$ cat config.mk
export PLATFORM = sky130hd
export DESIGN_NAME = obstacle_gen
export DESIGN_NICKNAME = d
export VERILOG_FILES = /design/src/rtl/obstacle_gen.sv
export SDC_FILE = /design/constraint.sdc
export NUM_CORES = 1
export LEC_CHECK = 0
export CAP_MARGIN = 20
export CORE_ASPECT_RATIO = 0.5
export CORE_MARGIN = 8
export CORE_UTILIZATION = 48
export DETAILED_ROUTE_END_ITERATION = 12
export PLACE_DENSITY = 0.76
export SYNTH_ARGS = -nofsm -noshare
export SYNTH_HDL_FRONTEND = slang
export SYNTH_SLANG_ARGS = --single-unit
$ cat constraint.sdc
create_clock -name clk -period 6 [get_ports clk]
set_input_delay 0.9 -clock clk [delete_from_list [all_inputs] [get_ports clk]]
set_output_delay 0.9 -clock clk [all_outputs]
set_load 0.01 [all_outputs]
$ cat src/rtl/obstacle_gen.sv
// Obstacle slot manager: spawns at the right edge, scrolls left per frame tick, retires off the left edge.
// Optional speed ramp with retirements is enabled by defining OBSTACLE_SPEEDUP_EN.
module obstacle_gen #(
    parameter int unsigned N_OBS          = 6,
    parameter int unsigned SPAWN_X        = 640,
    parameter int unsigned PARK_X         = 700,
    parameter int unsigned SPEED          = 4,
    parameter int unsigned SPAWN_INTERVAL = 60,
    parameter int unsigned UPPER_BOUND    = 20,
    parameter int unsigned Y_RANGE        = 400,
    parameter int unsigned MAX_SPEED      = 12
) (
    input  logic                  clk,
    input  logic                  rst_n,
    input  logic                  frame_tick,
    input  logic [1:0]            gamemode,
    output logic [N_OBS*10-1:0]   obstacle_x,
    output logic [N_OBS*9-1:0]    obstacle_y,
    output logic [N_OBS-1:0]      active,
    output logic [15:0]           passed_cnt
);

    localparam int unsigned XW = 10;
    localparam int unsigned YW = 9;
    localparam int unsigned LW = 9;
    localparam int unsigned PW = 16;
    localparam int unsigned CW = (SPAWN_INTERVAL > 1) ? $clog2(SPAWN_INTERVAL) : 1;
    localparam int unsigned SW = $clog2(MAX_SPEED + 1);
    localparam logic [LW-1:0] LFSR_SEED = 9'h1A5;

    typedef enum logic [1:0] {
        GM_INIT  = 2'b00,
        GM_RUN   = 2'b01,
        GM_PAUSE = 2'b10,
        GM_END   = 2'b11
    } gamemode_e;

    gamemode_e gm;
    assign gm = gamemode_e'(gamemode);

    logic [XW-1:0] x_q [N_OBS];
    logic [XW-1:0] x_d [N_OBS];
    logic [YW-1:0] y_q [N_OBS];
    logic [YW-1:0] y_d [N_OBS];
    logic [N_OBS-1:0] active_q, active_d;
    logic [PW-1:0] passed_q, passed_d;
    logic [CW-1:0] spawn_cnt_q, spawn_cnt_d;
    logic [LW-1:0] lfsr_q, lfsr_d;
    logic [SW-1:0] speed;

`ifdef OBSTACLE_SPEEDUP_EN
    logic [SW-1:0] speed_q, speed_d;
    assign speed = speed_q;
`else
    assign speed = SW'(SPEED);
`endif

    logic [PW:0]      retire_cnt;
    logic [PW:0]      passed_sum;
    logic [N_OBS-1:0] free_sel;
    logic             free_found;
    logic [LW-1:0]    rnd;

    // Lowest-index free slot in the pre-tick mask
    always_comb begin
        free_sel   = '0;
        free_found = 1'b0;
        for (int k = 0; k < int'(N_OBS); k++) begin
            if (!active_q[k] && !free_found) begin
                free_sel[k] = 1'b1;
                free_found  = 1'b1;
            end
        end
    end

    // Fold the 9-bit LFSR value into the legal y span
    assign rnd = (lfsr_q < LW'(Y_RANGE)) ? lfsr_q : lfsr_q - LW'(Y_RANGE);

    always_comb begin
        x_d         = x_q;
        y_d         = y_q;
        active_d    = active_q;
        passed_d    = passed_q;
        spawn_cnt_d = spawn_cnt_q;
        lfsr_d      = {lfsr_q[LW-2:0], lfsr_q[8] ^ lfsr_q[4]};
        retire_cnt  = '0;
        passed_sum  = '0;
`ifdef OBSTACLE_SPEEDUP_EN
        speed_d     = speed_q;
`endif
        case (gm)
            GM_INIT: begin
                for (int k = 0; k < int'(N_OBS); k++) begin
                    x_d[k] = XW'(PARK_X);
                    y_d[k] = '0;
                end
                active_d    = '0;
                passed_d    = '0;
                spawn_cnt_d = '0;
`ifdef OBSTACLE_SPEEDUP_EN
                speed_d     = SW'(SPEED);
`endif
            end
            GM_RUN: begin
                if (frame_tick) begin
                    for (int k = 0; k < int'(N_OBS); k++) begin
                        if (active_q[k]) begin
                            if (x_q[k] >= XW'(speed)) begin
                                x_d[k] = x_q[k] - XW'(speed);
                            end else begin
                                active_d[k] = 1'b0;
                                x_d[k]      = XW'(PARK_X);
                                y_d[k]      = '0;
                                retire_cnt  = retire_cnt + 17'(1);
                            end
                        end
                    end
                    passed_sum = {1'b0, passed_q} + retire_cnt;
                    passed_d   = passed_sum[PW] ? '1 : passed_sum[PW-1:0];

                    // Spawn only into slots free before this tick; otherwise keep retrying
                    if (spawn_cnt_q == CW'(SPAWN_INTERVAL - 1)) begin
                        if (free_found) begin
                            for (int k = 0; k < int'(N_OBS); k++) begin
                                if (free_sel[k]) begin
                                    x_d[k]      = XW'(SPAWN_X);
                                    y_d[k]      = YW'(UPPER_BOUND) + rnd;
                                    active_d[k] = 1'b1;
                                end
                            end
                            spawn_cnt_d = '0;
                        end
                    end else begin
                        spawn_cnt_d = spawn_cnt_q + CW'(1);
                    end
`ifdef OBSTACLE_SPEEDUP_EN
                    if ((passed_d[PW-1:3] != passed_q[PW-1:3]) && (speed_q < SW'(MAX_SPEED))) begin
                        speed_d = speed_q + SW'(1);
                    end
`endif
                end
            end
            default: ;
        endcase
    end

    always_ff @(posedge clk or negedge rst_n) begin
        if (!rst_n) begin
            for (int k = 0; k < int'(N_OBS); k++) begin
                x_q[k] <= XW'(PARK_X);
                y_q[k] <= '0;
            end
            active_q    <= '0;
            passed_q    <= '0;
            spawn_cnt_q <= '0;
            lfsr_q      <= LFSR_SEED;
`ifdef OBSTACLE_SPEEDUP_EN
            speed_q     <= SW'(SPEED);
`endif
        end else begin
            for (int k = 0; k < int'(N_OBS); k++) begin
                x_q[k] <= x_d[k];
                y_q[k] <= y_d[k];
            end
            active_q    <= active_d;
            passed_q    <= passed_d;
            spawn_cnt_q <= spawn_cnt_d;
            lfsr_q      <= lfsr_d;
`ifdef OBSTACLE_SPEEDUP_EN
            speed_q     <= speed_d;
`endif
        end
    end

    for (genvar g = 0; g < int'(N_OBS); g++) begin : g_pack
        assign obstacle_x[g*XW +: XW] = x_q[g];
        assign obstacle_y[g*YW +: YW] = y_q[g];
    end

    assign active     = active_q;
    assign passed_cnt = passed_q;

endmodule
# Word-level counts from Yosys, hierarchy flattened
# Cells that the tools add are included.
dict set report totals {
  reg_bits 151
  in_bits 5
  word_cells 170
}
dict set report classes {
  n_addsub 15
  order_cmp 7
  n_eq_ne 4
  n_mux 109
  bitwise 1
  n_reduce_logical 18
}
# op n
set ops {}
lappend ops {{17-bit two-way mux} 22}
lappend ops {{10-bit two-way mux} 18}
lappend ops {{60-bit two-way mux} 3}
lappend ops {{9-bit two-way mux} 19}
lappend ops {{54-bit two-way mux} 3}
lappend ops {{60-bit case mux with 2 select lines} 1}
lappend ops {{54-bit case mux with 2 select lines} 1}
lappend ops {{17-bit by 1-bit adder with 17-bit output, second input constant} 5}
lappend ops {{10-bit by 3-bit greater-or-equal comparator with 1-bit output, second input constant} 6}
lappend ops {{10-bit by 3-bit subtractor with 10-bit output, second input constant} 6}
lappend ops {{6-bit two-way mux} 6}
lappend ops {{16-bit two-way mux} 2}
lappend ops {{16-bit case mux with 2 select lines} 1}
lappend ops {{1-bit two-way mux} 31}
lappend ops {{6-bit case mux with 2 select lines} 2}
lappend ops {{16-bit by 17-bit adder with 17-bit output} 1}
lappend ops {{5-bit by 9-bit adder with 9-bit output, first input constant} 1}
lappend ops {{1-bit logical NOT} 9}
lappend ops {{9-bit less-than comparator, second input constant} 1}
lappend ops {{9-bit subtractor, second input constant} 1}
lappend ops {{6-bit by 1-bit adder with 6-bit output, second input constant} 1}
lappend ops {{6-bit equality test, second input constant} 1}
lappend ops {{1-bit logical AND} 5}
lappend ops {{3-bit != test, second input constant} 1}
lappend ops {{other kinds (7)} 7}

# Logic depth before layout (Yosys ltp)
# Gate-level depths: netlist of run 1.
dict set report logic_depth {
  depth_word 34
  ltp_mapped 28
}

# Least setup slack after synthesis of run 1
# OpenSTA, ideal clock, no wires.
dict set report synth_timing {
  path_kind {register to register}
  from {reg x_q, in the netlist obstacle_x[18]}
  to {reg passed_q[13], in the netlist passed_cnt[13]}
  setup_ns 0.134
  t_arrival_ns 5.554
  setup_slack_ns 0.313
  path_stages_with_launch 25
  n_path_buf 1
  period_less_slack_ns 5.687
  path_cell_list {dfrtp_1 or4_1 nor4_2 ha_1 nand2_1 and2_4 inv_1 ha_1 a21o_1 ha_1 nor2_1 nor2_1 ha_1 nand2_1 o31ai_1 ha_1 mux2_2 fa_1 a21o_1 a21oi_1 o21ai_0 nand4_1 clkbuf_1 o31a_1 o211ai_1}
}
dict set report synth_between {
  elab_chain_cells 29
}
# element line_no
set synth_lines {}
lappend synth_lines {{start, declared} 41} ;# logic [XW-1:0] x_q [N_OBS];
lappend synth_lines {{start signal, assigned by index} 150} ;# x_q[k] <= XW'(PARK_X);
lappend synth_lines {{start signal, assigned by index} 162} ;# x_q[k] <= x_d[k];
lappend synth_lines {{10-bit by 3-bit greater-or-equal comparator with 1-bit output *} 108} ;# if (x_q[k] >= XW'(speed)) begin
lappend synth_lines {{17-bit two-way mux *} 108}
lappend synth_lines {{17-bit two-way mux *} 107} ;# if (active_q[k]) begin
lappend synth_lines {{17-bit two-way mux *} 105} ;# if (frame_tick) begin
lappend synth_lines {{17-bit two-way mux *} 91} ;# case (gm)
lappend synth_lines {{17-bit by 1-bit adder with 17-bit output} 114} ;# retire_cnt = retire_cnt + 17'(1);
lappend synth_lines {{17-bit two-way mux} 108}
lappend synth_lines {{17-bit two-way mux *} 107}
lappend synth_lines {{[13 not listed]} --}
lappend synth_lines {{17-bit two-way mux} 108}
lappend synth_lines {{17-bit two-way mux *} 107}
lappend synth_lines {{17-bit two-way mux *} 105}
lappend synth_lines {{17-bit two-way mux *} 91}
lappend synth_lines {{16-bit by 17-bit adder with 17-bit output *} 118} ;# passed_sum = {1'b0, passed_q} + retire_cnt;
lappend synth_lines {{16-bit two-way mux *} 119} ;# passed_d = passed_sum[PW] ? '1 : passed_sum[PW-1:0];
lappend synth_lines {{16-bit two-way mux *} 105}
lappend synth_lines {{16-bit case mux with 2 select lines *} 91}
lappend synth_lines {{end signal, assigned} 166} ;# passed_q <= passed_d;
lappend synth_lines {{end, declared} 46} ;# logic [PW-1:0] passed_q, passed_d;
# Every way passes the cells marked *; elsewhere a longest branch is shown, timed or not. The select of a mux whose other input is x is not followed.
# A chain may end at the register's enable or synchronous reset.

# Worst setup path after layout of run 1
dict set report layout_timing {
  from {reg x_q, in the netlist obstacle_x[18]}
  to {reg passed_q[15], in the netlist passed_cnt[15]}
}
# The elaborated chain is that of the path after synthesis.

==> results of run 1 <==
sequential cells by signal, summed over array words and instances, names as in the netlist:
name         cells
lfsr_q           9
passed_cnt      16
obstacle_y      54
spawn_cnt_q      6
obstacle_x      60
active           6
repair_timing:
action	in CTS	in global routing
cloned	0	1
gates resized for setup	0	11
setup endpoints to repair	11	16
pin swaps	1	5
buffers inserted	1	1
metrics by stage:
step / TNS, ns / hold WS (ns)
2_1_floorplan: 0 / 0.350
3_3_place_gp: 0 / 0.441
3_5_place_dp: -0.126 / 0.440
4_1_cts: 0 / 0.449
5_1_grt: -0.00191 / 0.461
6_report: 0 / 0.453
where the power goes:
group / total, W / switching [W] / internal, W
sequential: 0.00106 / 0.0000199 / 0.00104
clock: 0.00107 / 0.000470 / 0.000597
combinational: 0.000149 / 0.0000993 / 0.0000494
total: 0.00227 / 0.000589 / 0.00168
layout make-up:
type	count	share of cell area (%)
sequential	151	36.8
timing repair buffer	156	14.6
multi-input combinational	606	38.8
inverter	39	1.41
clock inverter	13	1.34
clock buffer	19	4.26
tap	227	2.73
kinds of logic after synthesis:
group,synth area share [%]
muxes,0.889
other,0.0459
buffers and inverters,4.14
adders and majority gates,4.35
AOI/OAI and AO/OA,21.7
and+or+nand+nor,18.4
xor gates and xnor gates,3.57
DFF,46.9
worst max path at each step:
| stage | cells after the start | start | slack (ns) | to |
|---|---|---|---|---|
| finish | 24 | obstacle_x[18] | 0.26 | passed_cnt[15] |
| global route | 27 | obstacle_x[2] | -0.002 | passed_cnt[15] |
| CTS | 24 | obstacle_x[18] | 0.06 | passed_cnt[6] |
| detailed placement | 22 | obstacle_x[18] | -0.04 | passed_cnt[5] |
| global placement | 22 | obstacle_x[18] | 0.13 | passed_cnt[2] |
| floorplan | 24 | obstacle_x[18] | 0.31 | passed_cnt[13] |
worst max-delay path, delay by kind of cell (launching register included):
| kind | cells | cell delay, ns |
|---|---|---|
| AOI/OAI and AO/OA | 8 | 1.40 |
| muxes | 1 | 0.29 |
| DFF | 1 | 0.41 |
| buffers and inverters | 2 | 0.19 |
| adders and majority gates | 6 | 1.82 |
| and+or+nand+nor | 7 | 1.51 |
cells in the final DEF (no fill, tap or decap), types with 9 or more instances in the layout:
master,count
a21o_1,9
a21oi_1,49
a22o_1,26
a31oi_1,19
and2_1,16
buf_4,14
clkbuf_16,17
clkdlybuf4s50_1,139
dfrtp_1,110
dfstp_2,41
ha_1,26
inv_1,37
nand2_1,89
nand3_1,14
nand4_1,10
nor2_1,48
nor3_1,17
nor4_1,10
o21ai_0,70
o31ai_1,10
or3_1,10
xnor2_1,18
xor2_1,10
metal layers:
metal | routed length, um | GRT usage [%] | vias to the layer above
met1 | 10800 | 28.7 | 3581
met5 | 0 | 0 | -
met2 | 11000 | 34.7 | 254
met4 | 269 | 6.11 | 0
met3 | 1520 | 5.22 | 23
li1 | - | - | 3355
==> results by group, run 1 <==
Run status
  • Status: complete, no violations

Clock tree
  • CTS tree: built
  • Clk sinks: 151
  • CTS buffer count: 17
  • CTS Buffer Depth: 2
  • Clk_lat worst skew: 0.43 ns
  • CTS HTree Levels: 4
  • Hold-fix buffers at CTS: 0
  • Root Driver: clkbuf_16
  • Reg clk slew, reported paths: 0.06 ns

Synthesis
  • Post-Syn Area: 8170 um2
  • Synthesis Warnings: 0
  • Asr flop ratio synth: 100%
  • Synthesized Nets: 871
  • Top-count cell post-synth: dfrtp_1
  • Post-synth EDFFs: 0
  • Number of synthesized register bits: 151
  • Gate Count Post-Synth: 839
  • Sequential element share of the synthesized area: 46.9%
  • Synth area leaders: dfrtp_1 34%, dfstp_2 13%, o21ai_0 4.4%
  • Cell taking the most area after synthesis: dfrtp_1
  • Main flop type after synthesis: dfrtp_1
  • Synthesized area per cell: 9.73 um2
  • Most common library cells after synthesis: 110 x dfrtp_1, 90 x nand2_1, 71 x o21ai_0
  • Distinct cells, synth: 87
  • Top-area cell type share of the netlist area: 33.7%

Hold path
  • Hold_sp: lfsr_q[7]
  • Hold Path Stages: 0
  • Hold crit path type: reg -> reg
  • WHS Endpoint: lfsr_q[8]

Layout
  • Share of layout cells above drive strength 1: 13.2%
  • Final #Nets: 1003
  • Core Util, Final: 63.0%
  • Antenna diodes: 0
  • Area of the multi-input gates: 4040 um2
  • Final Non-Filler Cells: 1211
  • Reg area: 3830 um2
  • Area grow syn2layout: 27.4%
  • FILL cells: 1341
  • Design area: 10400 um2

Critical path
  • Data required time of the worst path: 6.31 ns
  • Reg2Reg Depth: 24
  • Critical Path, Cell by Cell: or4_1 > nor4_2 > ha_1 > nand2_2 > and2_4 > inv_1 > ha_1 > a21o_1 > ha_1 > nor2_2 > nor2_1 > ha_1 > nand2_1 > o31ai_1 > ha_1 > mux2_2 > ha_1 > a21o_1 > a21o_1 > a211o_1 > a21oi_2 > buf_6 > o41ai_1 > o311a_1
  • Worst R2R Start: obstacle_x[18]
  • CP arrival: 6.05 ns
  • Critical Path End Type: register
  • Critical-path cell with the highest stage delay: or4_1
  • FF-to-FF End: passed_cnt[15]
  • Crit-path most repeated cell: ha_1
  • CP peak stage delay: 0.60 ns
  • Crit path kind: reg -> reg
  • CP Launch Type: register
  • R2R Setup Slk: 0.26 ns
  • Critical Path Fanout Max: 5

Placed design
  • Final GP Congestion: 0.888
  • Post-place setup slack: -0.0385 ns
  • Placed insts: 1176
  • Port bufs: 140
  • Dpl cell area: 9770 um2
  • Post-DP HPWL: 16900 um

Global route
  • GRT Total Usage: 21.5%
  • GRT overflow: 0
  • Antenna violations before repair: 0
  • Largest net degree at the start of global routing: 98
  • Global-route wire length before repair: 38100 um
  • Vias in the first global route: 6995

Power and ir drop
  • Tot Pwr: 0.00227 W
  • Power Density: 218 nW/um2
  • Maximum VDD drop: 0.000151 V
  • Static Leak: 4.46 nW

Die
  • # rows: 33
  • Die height: 108 um
  • Die width: 200 um
  • Starting Density: 49.4%
  • Full die area: 21700 um2
  • # IOs: 141
  • Core area: 16500 um2

STA
  • Final hold violations: 0
  • Final cycle utilization of the critical path: 95.7%
  • Fmax: 174 MHz
  • Worst-Margin Slew: 0.974 ns
  • Max-slew violation count: 0
  • Minimum clock period: 5.74 ns
  • Setup ws final: 0.259 ns
  • Final setup fails: 0
  • Slew margin rel.: 34.4%
  • Skew final: 0.00816 ns

Detailed routing
  • Routed len/inst: 19.4 um
  • Vias: 7213
  • Drt pass-1 iters: 5
  • DRC Markers: 0
  • Post-route ant nets: 0
  • WL final: 23500 um
  • Via density: 5.96
  • Initial DRC count: 607

Run
  • Max_cap viols: 0
Power figures use the tool's default switching activity.
==> inputs of run 2 (changes only) <==
--- a/config.mk
+++ b/config.mk
@@ -10,7 +10,8 @@
 export CORE_MARGIN = 8
 export CORE_UTILIZATION = 48
 export DETAILED_ROUTE_END_ITERATION = 12
-export PLACE_DENSITY = 0.76
+export GPL_TIMING_DRIVEN = 0
+export PLACE_DENSITY = 0.73
 export SYNTH_ARGS = -nofsm -noshare
 export SYNTH_HDL_FRONTEND = slang
 export SYNTH_SLANG_ARGS = --single-unit
==> results by group, run 2 (synthesis results as in run 1) <==
STA
  • Slew margin rel.: 30.3% (was 34.4%)
  • Fmax: 175 MHz (was 174 MHz)
  • Final cycle utilization of the critical path: 95.1% (was 95.7%)
  • Final setup fails: 0 (unchanged)
  • Setup ws final: 0.292 ns (was 0.259 ns)
  • Minimum clock period: 5.71 ns (was 5.74 ns)
  • Worst-Margin Slew: 1.04 ns (was 0.974 ns)
  • RSZ-0062 raised after global routing: no
  • Skew final: 0.0135 ns (was 0.00816 ns)
  • Final hold violations: 0 (unchanged)
  • Max-slew violation count: 0 (unchanged)

Layout
  • Area of the multi-input gates: 4040 um2 (about the same)
  • Final #Nets: 1037 (was 1003)
  • Antenna diodes: 0 (unchanged)
  • Most common cell after layout, fill and taps aside: clkdlybuf4s50_1 (unchanged)
  • Reg area: 3830 um2 (unchanged)
  • Area grow syn2layout: 28.9% (was 27.4%)
  • Share of layout cells above drive strength 1: 12.9% (was 13.2%)
  • Most frequent cells in the layout: 137 x clkdlybuf4s50_1, 110 x dfrtp_1, 89 x nand2_1, 70 x o21ai_0 (was 139 x clkdlybuf4s50_1, 110 x dfrtp_1, 89 x nand2_1, 70 x o21ai_0, 49 x a21oi_1)
  • Max reg flops: 60 (unchanged)
  • FILL cells: 1367 (was 1341)

Power and ir drop
  • Clock share of power: 46.0% (was 47.0%)
  • Static Leak: 4.52 nW (was 4.46 nW)
  • Power Density: 215 nW/um2 (was 218 nW/um2)
  • Combinational share of power: 7.5% (was 6.5%)
  • Net switching power: 0.000591 W (was 0.000589 W)
  • Maximum VDD drop: 0.000200 V (was 0.000151 V)
  • Seq pwr share: 46.5% (about the same)
  • Tot Pwr: 0.00226 W (was 0.00227 W)
  • Sw frac: 26.2% (was 25.9%)
  • Int Pwr: 0.00167 W (was 0.00168 W)

Critical path
  • Crit path kind: reg -> reg (unchanged)
  • Crit path capture: passed_cnt[7] (was passed_cnt[15])
  • CP Launch Type: register (unchanged)
  • Data required time of the worst path: 6.29 ns (was 6.31 ns)
  • Critical Path Fanout Max: 5 (unchanged)
  • CP arrival: 6.00 ns (was 6.05 ns)
  • FF-to-FF End: passed_cnt[7] (was passed_cnt[15])
  • Launch point of the worst path: obstacle_x[2] (was obstacle_x[18])
  • Critical Path End Type: register (unchanged)
  • R2R Setup Slk: 0.29 ns (was 0.26 ns)
  • Reg2Reg Depth: 26 (was 24)
  • Worst R2R Start: obstacle_x[2] (was obstacle_x[18])

Clock tree
  • CTS Buffer Depth: 2 (unchanged)
  • Clk_lat worst skew: 0.43 ns (about the same)
  • Clk sinks: 151 (unchanged)
  • CTS tree: built (unchanged)
  • Reg clk slew, reported paths: 0.07 ns (was 0.06 ns)
  • Hold-fix buffers at CTS: 0 (unchanged)
  • CTS buffer count: 17 (unchanged)
  • CTS HTree Levels: 4 (unchanged)
  • Root Driver: clkbuf_16 (unchanged)

Global route
  • GRT overflow: 0 (unchanged)
  • Largest net degree at the start of global routing: 79 (was 98)
  • GRT Total Usage: 23.7% (was 21.5%)
  • Global-route wire length before repair: 40900 um (was 38100 um)
  • Vias in the first global route: 7267 (was 6995)
  • Antenna violations before repair: 0 (unchanged)

Placed design
  • Port bufs: 138 (was 140)
  • Post-place setup slack: -0.403 ns (was -0.0385 ns)
  • Post-DP HPWL: 18800 um (was 16900 um)
  • Final GP Congestion: 0.906 (was 0.888)

Detailed routing
  • Via density: 6.06 (was 5.96)
  • Post-route ant nets: 0 (unchanged)
  • WL final: 26200 um (was 23500 um)
  • DRC Markers: 0 (unchanged)
  • Routed len/inst: 21.0 um (was 19.4 um)
  • Initial DRC count: 742 (was 607)
  • Drt pass-1 iters: 7 (was 5)
  • Vias: 7539 (was 7213)

Die
  • Full die area: 21700 um2 (unchanged)
  • Die width: 200 um (unchanged)
  • # rows: 33 (unchanged)
  • Die height: 108 um (unchanged)
  • Core area: 16500 um2 (unchanged)
  • # IOs: 141 (unchanged)
  • Starting Density: 49.4% (unchanged)

Run status
  • Status: complete, no violations (unchanged)

Hold path
  • Hold crit path type: reg -> reg (unchanged)

Run
  • Max_cap viols: 0 (unchanged)
[run 2: changes by cell type in the layout (fill, tap and decap cells not counted), moves of 2 or more]
cell             before  now
buf_2                 1   12
nor2_1               48   50
nor2_2                3    1
buf_4                14   11
a21oi_2               2    0
clkdlybuf4s50_1     139  137
buf_1                 0    7
clkbuf_1              1   23
inv_6                 4    1
[run 2: critical path, cell delays in order, from the launching register on]
cell and delay [ns]:
dfstp_2 0.56, ha_1 0.16, or3b_4 0.40, nand4_1 0.15
inv_1 0.08, ha_1 0.28, nand2_2 0.09, and2_4 0.17
inv_1 0.04, ha_1 0.32, a21o_1 0.17, ha_1 0.30
nor2_1 0.14, nor2_1 0.07, ha_1 0.29, nand2_1 0.08
o31ai_1 0.13, ha_1 0.31, mux2_2 0.30, ha_1 0.29
a21o_1 0.16, a21o_1 0.21, a211o_1 0.32, a21oi_4 0.16
buf_4 0.16, o31a_1 0.12, o211ai_1 0.09
[run 2: metrics by stage]
step / TNS, ns / hold WS [ns] / cells / cell area (um2) / utilization, %
2_1_floorplan: 0 / 0.350 / 839 / 8170 / -
5_1_grt: 0 / 0.367 / 1245 / 10500 / 63.7
3_3_place_gp: -228.11 / 0.353 / 1204 / 9830 / 59.5
6_report: 0 / 0.365 / 1245 / 10500 / 63.7
4_1_cts: 0 / 0.366 / 1237 / 10400 / 63.2
3_5_place_dp: -4.35 / 0.355 / 1205 / 9860 / 59.7
[run 2: area by class of cell]
| type | count | area share (%) |
|---|---|---|
| clock buffer | 20 | 4.15 |
| tap | 227 | 2.70 |
| timing repair buffer | 147 | 14.0 |
| inverter | 39 | 1.39 |
| sequential | 151 | 36.4 |
| clock inverter | 12 | 1.17 |
| multi-input combinational | 606 | 38.4 |
| buffer | 43 | 1.85 |
[run 2: worst min path at each step]
stage | start | to | cells after the start
finish | lfsr_q[7] | lfsr_q[8] | 0
global route | lfsr_q[7] | lfsr_q[8] | 0
detailed placement | lfsr_q[7] | lfsr_q[8] | 0
CTS | lfsr_q[7] | lfsr_q[8] | 0
global placement | lfsr_q[7] | lfsr_q[8] | 0
floorplan | lfsr_q[4] | lfsr_q[5] | 0
[run 2: power by group through the flow]
stage	Clock (W)	Sequential, W	Combinational (W)
2_1_floorplan	0	0.00107	0.0000819
3_3_place_gp	0	0.00107	0.000156
3_5_place_dp	0	0.00107	0.000162
4_1_cts	0.00105	0.00105	0.000164
5_1_grt	0.00109	0.00105	0.000187
6_report	0.00104	0.00105	0.000170
[run 2: what timing repair did]
action / in CTS / in global routing
pin swaps: 1 / 3
cloned: 0 / 0
gates resized for setup: 4 / 10
buffers inserted: 0 / 8
setup endpoints to repair: 16 / 16
[run 2: per-layer routing]
| metal | global-route usage, % | wire (um) |
|---|---|---|
| met1 | 33.0 | 11900 |
| met2 | 35.6 | 11400 |
| met3 | 5.82 | 2170 |
| met4 | 8.62 | 680 |
| met5 | 0 | 0 |
==> inputs of run 3 (changes only) <==
--- a/config.mk
+++ b/config.mk
@@ -12,6 +12,7 @@
 export DETAILED_ROUTE_END_ITERATION = 12
 export GPL_TIMING_DRIVEN = 0
 export PLACE_DENSITY = 0.73
+export RECOVER_POWER = 25
 export SYNTH_ARGS = -nofsm -noshare
 export SYNTH_HDL_FRONTEND = slang
 export SYNTH_SLANG_ARGS = --single-unit
==> results by group, run 3 (synthesis results as in run 1) <==
STA
  • Max-slew violation count: 74 (was 0)
  • Final hold violations: 0 (unchanged)
  • Skew final: 0.0142 ns (was 0.0135 ns)
  • RSZ-0062 raised after global routing: no (unchanged)
  • Setup ws final: 0.270 ns (was 0.292 ns)
  • Minimum clock period: 5.73 ns (was 5.71 ns)
  • Final setup fails: 0 (unchanged)
  • Worst-Margin Slew: 4.05 ns (was 1.04 ns)
  • Final cycle utilization of the critical path: 95.5% (was 95.1%)
  • Slew margin rel.: -170% (was 30.3%)
  • Fmax: 175 MHz (about the same)

Detailed routing
  • DRC Markers: 0 (unchanged)
  • WL final: 26100 um (was 26200 um)
  • Post-route ant nets: 0 (unchanged)
  • Vias: 7528 (was 7539)
  • Drt pass-1 iters: 8 (was 7)
  • Initial DRC count: 743 (was 742)
  • Routed len/inst: 21.0 um (about the same)
  • Via density: 6.05 (was 6.06)

Hold path
  • Hold Path Stages: 0 (unchanged)
  • Hold_sp: lfsr_q[7] (unchanged)
  • WHS Endpoint: lfsr_q[8] (unchanged)
  • Hold crit path type: reg -> reg (unchanged)

Global route
  • Global-route wire length before repair: 40900 um (unchanged)
  • Largest net degree at the start of global routing: 79 (unchanged)
  • Antenna violations before repair: 0 (unchanged)
  • GRT overflow: 0 (unchanged)
  • Vias in the first global route: 7267 (unchanged)
  • GRT Total Usage: 23.7% (unchanged)

Critical path
  • CP Launch Type: register (unchanged)
  • Crit path kind: reg -> reg (unchanged)
  • Critical Path Fanout Max: 5 (unchanged)
  • Critical Path End Type: register (unchanged)
  • Data required time of the worst path: 6.29 ns (about the same)
  • R2R Setup Slk: 0.27 ns (was 0.29 ns)
  • Worst R2R Start: obstacle_x[18] (was obstacle_x[2])
  • CP arrival: 6.02 ns (was 6.00 ns)
  • Reg2Reg Depth: 24 (was 26)
  • FF-to-FF End: passed_cnt[7] (unchanged)

Placed design
  • Final GP Congestion: 0.906 (unchanged)
  • Port bufs: 138 (unchanged)
  • Placed insts: 1205 (unchanged)
  • Post-place setup slack: -0.403 ns (unchanged)
  • Post-DP HPWL: 18800 um (unchanged)

Clock tree
  • Clk sinks: 151 (unchanged)
  • Reg clk slew, reported paths: 0.07 ns (about the same)
  • CTS HTree Levels: 4 (unchanged)
  • CTS buffer count: 17 (unchanged)
  • Clk_lat worst skew: 0.43 ns (about the same)
  • CTS tree: built (unchanged)
  • Root Driver: clkbuf_16 (unchanged)
  • CTS Buffer Depth: 2 (unchanged)

Layout
  • Max reg flops: 60 (unchanged)
  • Core Util, Final: 63.7% (about the same)
  • Antenna diodes: 0 (unchanged)
  • Final #Nets: 1037 (unchanged)
  • Most frequent cells in the layout: 137 x clkdlybuf4s50_1, 110 x dfrtp_1, 89 x nand2_1, 70 x o21ai_0 (unchanged)
  • Most common cell after layout, fill and taps aside: clkdlybuf4s50_1 (unchanged)
  • Final Non-Filler Cells: 1245 (unchanged)
  • Area grow syn2layout: 28.8% (was 28.9%)
  • Share of layout cells above drive strength 1: 12.5% (was 12.9%)

Die
  • # rows: 33 (unchanged)
  • Die width: 200 um (unchanged)
  • # IOs: 141 (unchanged)
  • Core area: 16500 um2 (unchanged)
  • Starting Density: 49.4% (unchanged)
  • Die height: 108 um (unchanged)
  • Full die area: 21700 um2 (unchanged)

Run
  • Max_cap viols: 1 (was 0)

Run status
  • Status: finished with violations (was complete, no violations)
  • Violated checks: max-capacitance violations, max-slew violations

Power and ir drop
  • Power Density: 215 nW/um2 (about the same)
  • Maximum VDD drop: 0.000200 V (about the same)
  • Static Leak: 4.52 nW (about the same)
==> run 3: cell count changes in the layout (fill, tap and decap cells not counted) <==
| cell | change |
|---|---|
| dfstp_2 | -3 |
| clkbuf_1 | +1 |
| dfstp_1 | +3 |
| buf_6 | -1 |
==> run 3: layer usage <==
metal	routed length (um)	vias to the layer above	global-route usage (%)
li1	-	3419	-
met1	11800	3724	33.0
met2	11400	335	35.6
met3	2190	50	5.82
met4	721	0	8.62
met5	0	-	0
==> run 3: timing repair <==
item | CTS | global route
setup buffers | 0 | 8
endpoints found under the setup margin | 16 | 16
endpoints found under the hold margin | 0 | 0
gates resized for setup | 4 | 10
pin swaps | 1 | 3
hold buffers | 0 | 0
==> run 3: worst max-delay path by stage <==
| stage | cells past startpoint | slack [ns] | to | from |
|---|---|---|---|---|
| floorplan | 24 | 0.31 | passed_cnt[13] | obstacle_x[18] |
| global placement | 1 | -2.02 | obstacle_x[11] | rst_n |
| detailed placement | 24 | -0.40 | passed_cnt[6] | obstacle_x[18] |
| CTS | 26 | 0.04 | passed_cnt[11] | obstacle_x[13] |
| global route | 26 | 0.03 | passed_cnt[13] | obstacle_x[2] |
| finish | 24 | 0.27 | passed_cnt[7] | obstacle_x[18] |
==> run 3: power breakdown <==
group          internal, W  switching, W  leakage (nW)  total, W
clock             0.000579      0.000460         0.261   0.00104
sequential         0.00104     0.0000147          1.96   0.00105
combinational    0.0000530      0.000116          2.30  0.000169
total              0.00167      0.000590          4.52   0.00226
==> run 3: layout make-up <==
| type | count | area, um2 |
|---|---|---|
| tap | 227 | 284 |
| fill | 1367 | 6000 |
| multi-input combinational | 606 | 4040 |
| inverter | 39 | 146 |
| clock buffer | 20 | 437 |
| buffer | 43 | 195 |
| timing repair buffer | 147 | 1460 |
| sequential | 151 | 3830 |
| clock inverter | 12 | 123 |
==> run 3: through the flow <==
stage | setup TNS [ns] | instance area (um2) | power, W | hold slack [ns]
2_1_floorplan | 0 | 8170 | 0.00115 | 0.350
3_3_place_gp | -228.11 | 9830 | 0.00122 | 0.353
3_5_place_dp | -4.35 | 9860 | 0.00123 | 0.355
4_1_cts | 0 | 10400 | 0.00226 | 0.366
5_1_grt | 0 | 10500 | 0.00233 | 0.367
6_report | 0 | 10500 | 0.00226 | 0.365
==> run 3: worst max-delay path, stage by stage (launching register included) <==
cell and delay, ns:
dfrtp_1 0.42, or4_1 0.62, nor4_4 0.32, ha_1 0.29
nand2_2 0.09, and2_4 0.17, inv_1 0.04, ha_1 0.32
a21o_1 0.17, ha_1 0.30, nor2_1 0.16, nor2_1 0.07
ha_1 0.29, nand2_1 0.08, o31ai_1 0.12, ha_1 0.31
mux2_2 0.30, ha_1 0.29, a21o_1 0.16, a21o_1 0.21
a211o_1 0.32, a21oi_4 0.17, buf_4 0.16, o31a_1 0.12
o211ai_1 0.09
